==> config.mk <==
export PLATFORM = sky130hd
export DESIGN_NAME = seq_divider_16bits_flat
export DESIGN_NICKNAME = d
export VERILOG_FILES = /design/src/rtl/seq_divider_16bits_if.sv /design/src/rtl/seq_divider_16bits.sv /design/src/flat_wrapper.sv
export SDC_FILE = /design/constraint.sdc
export NUM_CORES = 1
export LEC_CHECK = 0
export BUFFER_PORTS_ARGS = -buffer_cell sky130_fd_sc_hd__buf_2
export CORE_MARGIN = 1.5
export CORE_UTILIZATION = 30
export CTS_CLUSTER_DIAMETER = 40
export DETAILED_ROUTE_END_ITERATION = 8
export SYNTH_ARGS = -nofsm -noshare
export SYNTH_HDL_FRONTEND = slang
export SYNTH_SLANG_ARGS = --single-unit
==> constraint.sdc <==
create_clock -name clk -period 10 [get_ports clk]
set_input_delay 3 -clock clk [delete_from_list [all_inputs] [get_ports clk]]
set_output_delay 3 -clock clk [all_outputs]
set_load 0.05 [all_outputs]
==> src/rtl/seq_divider_16bits_if.sv <==
// Handshake and operand/result bundle for seq_divider_16bits.
// master drives requests (datapath control), slave is the divider.
interface seq_divider_16bits_if #(
    parameter int unsigned WIDTH = 16
);
    logic             start;
    logic [WIDTH-1:0] dividend;
    logic [WIDTH-1:0] divisor;
    logic             busy;
    logic             done;
    logic [WIDTH-1:0] quotient;
    logic [WIDTH-1:0] remainder;
    logic             div_zero;

    modport master (
        output start, dividend, divisor,
        input  busy, done, quotient, remainder, div_zero
    );

    modport slave (
        input  start, dividend, divisor,
        output busy, done, quotient, remainder, div_zero
    );
endinterface

==> src/rtl/seq_divider_16bits.sv <==
// Multi-cycle restoring divider, one quotient bit per clock, start/busy/done handshake.
// Define DIV_SIGNED_EN for two's-complement operands (truncating division); unsigned otherwise.
module seq_divider_16bits #(
    parameter int unsigned WIDTH = 16
) (
    input logic                 clk,
    input logic                 rst,
    seq_divider_16bits_if.slave bus
);
    localparam int unsigned CntW = $clog2(WIDTH);

    typedef enum logic [1:0] {StIdle, StRun, StDone} state_e;

    state_e            state_q, state_d;
    logic [CntW-1:0]   count_q, count_d;
    logic [WIDTH-1:0]  rem_q, rem_d;
    logic [WIDTH-1:0]  q_q, q_d;
    logic [WIDTH-1:0]  divisor_q, divisor_d;
    logic [WIDTH-1:0]  quotient_q, quotient_d;
    logic [WIDTH-1:0]  remainder_q, remainder_d;
    logic              div_zero_q, div_zero_d;

    logic [WIDTH:0]    trial;
    logic [WIDTH:0]    diff;
    logic              borrow;
    logic [WIDTH-1:0]  rem_step;
    logic [WIDTH-1:0]  q_step;
    logic [WIDTH-1:0]  q_res;
    logic [WIDTH-1:0]  r_res;
    logic [WIDTH-1:0]  dvd_mag;
    logic [WIDTH-1:0]  dvs_mag;

    // One restoring step: shift the next dividend bit into the partial remainder and trial-subtract.
    always_comb begin
        trial    = {rem_q, q_q[WIDTH-1]};
        diff     = trial - {1'b0, divisor_q};
        borrow   = diff[WIDTH];
        rem_step = borrow ? trial[WIDTH-1:0] : diff[WIDTH-1:0];
        q_step   = {q_q[WIDTH-2:0], ~borrow};
    end

`ifdef DIV_SIGNED_EN
    logic q_neg_q, q_neg_d;
    logic r_neg_q, r_neg_d;

    assign dvd_mag = bus.dividend[WIDTH-1] ? (~bus.dividend + WIDTH'(1)) : bus.dividend;
    assign dvs_mag = bus.divisor[WIDTH-1]  ? (~bus.divisor + WIDTH'(1))  : bus.divisor;
    // Most-negative / -1 falls out naturally: magnitude quotient 2^(W-1) negates onto itself.
    assign q_res   = q_neg_q ? (~q_step + WIDTH'(1))   : q_step;
    assign r_res   = r_neg_q ? (~rem_step + WIDTH'(1)) : rem_step;
`else
    assign dvd_mag = bus.dividend;
    assign dvs_mag = bus.divisor;
    assign q_res   = q_step;
    assign r_res   = rem_step;
`endif

    always_comb begin
        state_d     = state_q;
        count_d     = count_q;
        rem_d       = rem_q;
        q_d         = q_q;
        divisor_d   = divisor_q;
        quotient_d  = quotient_q;
        remainder_d = remainder_q;
        div_zero_d  = div_zero_q;
`ifdef DIV_SIGNED_EN
        q_neg_d     = q_neg_q;
        r_neg_d     = r_neg_q;
`endif
        unique case (state_q)
            StIdle, StDone: begin
                state_d = StIdle;
                if (bus.start) begin
                    divisor_d = dvs_mag;
`ifdef DIV_SIGNED_EN
                    q_neg_d   = bus.dividend[WIDTH-1] ^ bus.divisor[WIDTH-1];
                    r_neg_d   = bus.dividend[WIDTH-1];
`endif
                    if (bus.divisor == '0) begin
                        state_d     = StDone;
                        quotient_d  = '1;
                        remainder_d = bus.dividend;
                        div_zero_d  = 1'b1;
                    end else begin
                        state_d = StRun;
                        count_d = CntW'(WIDTH - 1);
                        rem_d   = '0;
                        q_d     = dvd_mag;
                    end
                end
            end
            StRun: begin
                rem_d   = rem_step;
                q_d     = q_step;
                count_d = count_q - CntW'(1);
                if (count_q == '0) begin
                    state_d     = StDone;
                    quotient_d  = q_res;
                    remainder_d = r_res;
                    div_zero_d  = 1'b0;
                end
            end
            default: state_d = StIdle;
        endcase
    end

    always_ff @(posedge clk or posedge rst) begin
        if (rst) begin
            state_q     <= StIdle;
            count_q     <= '0;
            rem_q       <= '0;
            q_q         <= '0;
            divisor_q   <= '0;
            quotient_q  <= '0;
            remainder_q <= '0;
            div_zero_q  <= 1'b0;
`ifdef DIV_SIGNED_EN
            q_neg_q     <= 1'b0;
            r_neg_q     <= 1'b0;
`endif
        end else begin
            state_q     <= state_d;
            count_q     <= count_d;
            rem_q       <= rem_d;
            q_q         <= q_d;
            divisor_q   <= divisor_d;
            quotient_q  <= quotient_d;
            remainder_q <= remainder_d;
            div_zero_q  <= div_zero_d;
`ifdef DIV_SIGNED_EN
            q_neg_q     <= q_neg_d;
            r_neg_q     <= r_neg_d;
`endif
        end
    end

    assign bus.busy      = (state_q == StRun);
    assign bus.done      = (state_q == StDone);
    assign bus.quotient  = quotient_q;
    assign bus.remainder = remainder_q;
    assign bus.div_zero  = div_zero_q;
endmodule
==> src/flat_wrapper.sv <==
// flat-port wrapper written by rule: the top's interface ports become plain ports
module seq_divider_16bits_flat 
#(
    parameter int unsigned WIDTH = 16
)
  (clk, rst, bus_start, bus_dividend, bus_divisor, bus_busy, bus_done, bus_quotient, bus_remainder, bus_div_zero);
  seq_divider_16bits_if #(.WIDTH(WIDTH)) bus_i ();
  input logic clk;
  input logic rst;
  input wire logic [$bits(bus_i.start)-1:0] bus_start;
  input wire logic [$bits(bus_i.dividend)-1:0] bus_dividend;
  input wire logic [$bits(bus_i.divisor)-1:0] bus_divisor;
  output wire logic [$bits(bus_i.busy)-1:0] bus_busy;
  output wire logic [$bits(bus_i.done)-1:0] bus_done;
  output wire logic [$bits(bus_i.quotient)-1:0] bus_quotient;
  output wire logic [$bits(bus_i.remainder)-1:0] bus_remainder;
  output wire logic [$bits(bus_i.div_zero)-1:0] bus_div_zero;
  assign bus_i.start = bus_start;
  assign bus_i.dividend = bus_dividend;
  assign bus_i.divisor = bus_divisor;
  assign bus_busy = bus_i.busy;
  assign bus_done = bus_i.done;
  assign bus_quotient = bus_i.quotient;
  assign bus_remainder = bus_i.remainder;
  assign bus_div_zero = bus_i.div_zero;
  seq_divider_16bits #(.WIDTH(WIDTH)) u_core (.clk(clk), .rst(rst), .bus(bus_i));
endmodule
==> run_results.csv <==
group,metric,value,unit
run_status,outcome,"complete, no violations",
clocking,cts_sinks,87,
min_path,hp-class,"flip-flop to flip-flop",
logic_synthesis,synth_nets,518,
worst_setup_path,worst_setup_path_start_kind,"input port",
global_route,grt_pass1_wl,19.7,mm
placement,dp_hpwl,8.98,mm
sta,hold_violations,0,
floorplan,die_area,16200,µm²
logic_synthesis,ys_warn_count,0,
routing,routed_wl,12.1,mm
global_route,met2_usage,25.6,%
clocking,clock_latency,0.34,ns
worst_setup_path,path_max_fanout,23,
sta,period_minus_slack,5.09,ns
routing,drt_iter0_drc,180,
clocking,cts-resized-gates,0,
floorplan,fp.coreArea,15100,µm²
routing,drtPass1Iterations,5,
floorplan,rows,45,
clocking,cts.clk_slew.worst_paths,0.07,ns
logic_synthesis,synthFlopType,"dfrtp_1",
routing,drc,0,
run,drv_cap,0,
global_route,grt_pass1_vias,3817,
logic_synthesis,synth_top_area_share,46.8,%
layout,area_delta_synth_final,17.6,%
sta,setup_tns,0,ns
layout,layout.nets,580,
sta,setup_viol,0,
sta,tightest_slew,1.28,ns
logic_synthesis,syn-cell-area,4650,µm²
global_route,track_usage,15.5,%
logic_synthesis,synth_common_cells,"dfrtp_1, nand2_1, o21ai_0",
layout,antennaDiodeCount,0,
clocking,holdBufCountCts,0,
worst_setup_path,reg2reg_depth,11,
logic_synthesis,synth_enable_flop_cells,0,
global_route,met3_usage,2.81,%
logic_synthesis,synth_top_area_cell,"dfrtp_1",
clocking,h-tree-depth,3,
logic_synthesis,async_flop_share,100,%
floorplan,dieWidth,127,µm
global_route,antenna_found_initial,0,
clocking,cts-root-buf,"clkbuf_16",
worst_setup_path,arrival,5.35,ns
sta,max_clock_freq,197,MHz
sta,slew_headroom,14.5,%
layout,drive_gt1_share,22.0,%
sta,grt_setup_unrepaired,"false",
clocking,cts_tree,"yes",
placement,place_congestion,0.788,
logic_synthesis,synth_seq_cells,87,
sta,maxSlewViolCount,0,
logic_synthesis,yosysMostFrequentCell,"dfrtp_1",
sta,post-route-period-util,50.9,%
floorplan,io_pins,70,
worst_setup_path,critical_path_class,"input port to flip-flop",
routing,ant_nets,0,
floorplan,start_util,30.7,%
clocking,cts_setup_buffers,0,
clocking,cts_inserted_buffers,9,
min_path,hold_depth,1,
global_route,grt_max_degree,88,
logic_synthesis,synth_cells,465,
worst_setup_path,end_kind,"flip-flop",
global_route,busiest_layer,"met2",
logic_synthesis,post_synth_num_cell_types,58,
worst_setup_path,required,10.26,ns
logic_synthesis,synthTopCellsByArea,"dfrtp_1, mux2i_1, o21ai_0, ha_1, nand2_1",
floorplan,dieHeight,127,µm
clocking,cts.path.max_buffers,2,
routing,routedWlPerCell,16.8,µm
logic_synthesis,seq_area_frac_synth,46.8,%
routing,vias,3750,
logic_synthesis,syn_avg_cell_area,9.99,µm²
global_route,grt_use_met1,20.4,%
global_route,grt_overflow,0,
placement,io_buffers,69,
sta,fin_worst_skew,0.00507,ns
routing,vias_per_cell,5.21,
## cell usage in the layout (no fill, tap or decap), types with 5 or more instances in the layout
| cell type | synthesis | routed |
|---|---|---|
| nor2_1 | 20 | 20 |
| nor4_1 | 5 | 5 |
| o22ai_1 | 6 | 6 |
| clkbuf_16 | 0 | 9 |
| buf_2 | 6 | 69 |
| a31oi_1 | 7 | 7 |
| nand3_1 | 7 | 7 |
| mux2i_1 | 23 | 23 |
| a21o_1 | 8 | 8 |
| nand2_1 | 49 | 49 |
| xnor2_1 | 10 | 10 |
| a21boi_0 | 5 | 5 |
| dfrtp_1 | 87 | 87 |
| nor3_1 | 8 | 8 |
| o22a_1 | 17 | 17 |
| o21ai_1 | 11 | 11 |
| a22oi_1 | 8 | 8 |
| a21oi_1 | 15 | 15 |
| mux2_2 | 16 | 16 |
| o21ai_0 | 43 | 43 |
| ha_1 | 17 | 17 |
| inv_1 | 28 | 27 |
| xor2_1 | 5 | 5 |
## cells by family (layout without fill, tap and decap cells)
kind of cell | after synthesis | in the layout | share of synthesized area (%)
AOI/OAI and AO/OA | 148 | 148 | 21.4
xor gates and xnor gates | 15 | 15 | 2.83
adders and majority gates | 18 | 18 | 5.01
buffers and inverters | 52 | 119 | 4.52
DFF | 87 | 87 | 46.8
muxes | 39 | 39 | 8.83
and+or+nand+nor | 106 | 106 | 10.5
## worst paths after layout
check / from / endpoint / slack, ns
worst max-delay path: bus_divisor[6] / u_core.bus.remainder[3] / 4.91
max in group asynchronous: rst / u_core.bus.remainder[10] / 6.31
worst min register to register: u_core.bus.quotient[4] / u_core.bus.quotient[4] / 0.50
min in group asynchronous: rst / u_core.divisor_q[0] / 3.00
worst min-delay path: u_core.bus.quotient[4] / u_core.bus.quotient[4] / 0.50
worst max register to register: u_core.q_q[15] / u_core.rem_q[11] / 7.07
## metal layers
layer	share of wire, %	up-vias
met4	1.8	0
met3	3.5	17
met5	0	-
met1	47	1836
li1	-	1808
met2	48	89
## metrics by stage
stage / setup WS [ns] / instance area [µm²] / hold slack (ns) / util [%] / cells
2_1_floorplan: 4.75 / 4650 / 0.464 / - / 465
3_3_place_gp: 4.61 / 5160 / 0.489 / 34.1 / 704
3_5_place_dp: 4.56 / 5160 / 0.492 / 34.1 / 704
4_1_cts: 4.92 / 5460 / 0.507 / 36.1 / 720
5_1_grt: 4.58 / 5460 / 0.517 / 36.1 / 720
6_report: 4.91 / 5460 / 0.501 / 36.1 / 720
## layout make-up
class | count | area (µm²)
clock buffers | 9 | 225
clock inverters | 7 | 76.3
fillers | 1512 | 9680
inverters | 30 | 114
multi-input cells | 326 | 2260
flip-flops and latches | 87 | 2180
well taps | 188 | 235
repair buffers | 73 | 375
## critical path, stage by stage
cell and delay [ns]:
buf_2 0.10, nor4_1 0.36, and4_1 0.36, o21a_1 0.45, nand2_1 0.38, inv_2 0.45
nor2_1 0.08, a31oi_1 0.14
## sequential cells by signal, summed over array words and instances (netlist names)
signal,count
u_core.bus.quotient,16
u_core.bus.remainder,16
u_core.divisor_q,16
u_core.q_q,16
u_core.rem_q,16
u_core.count_q,4
u_core.state_q,2
u_core.bus.div_zero,1
Power is left out: the tool's default activity adds up to more than one toggle a clock period on the data nets, which glitch-free logic cannot reach.
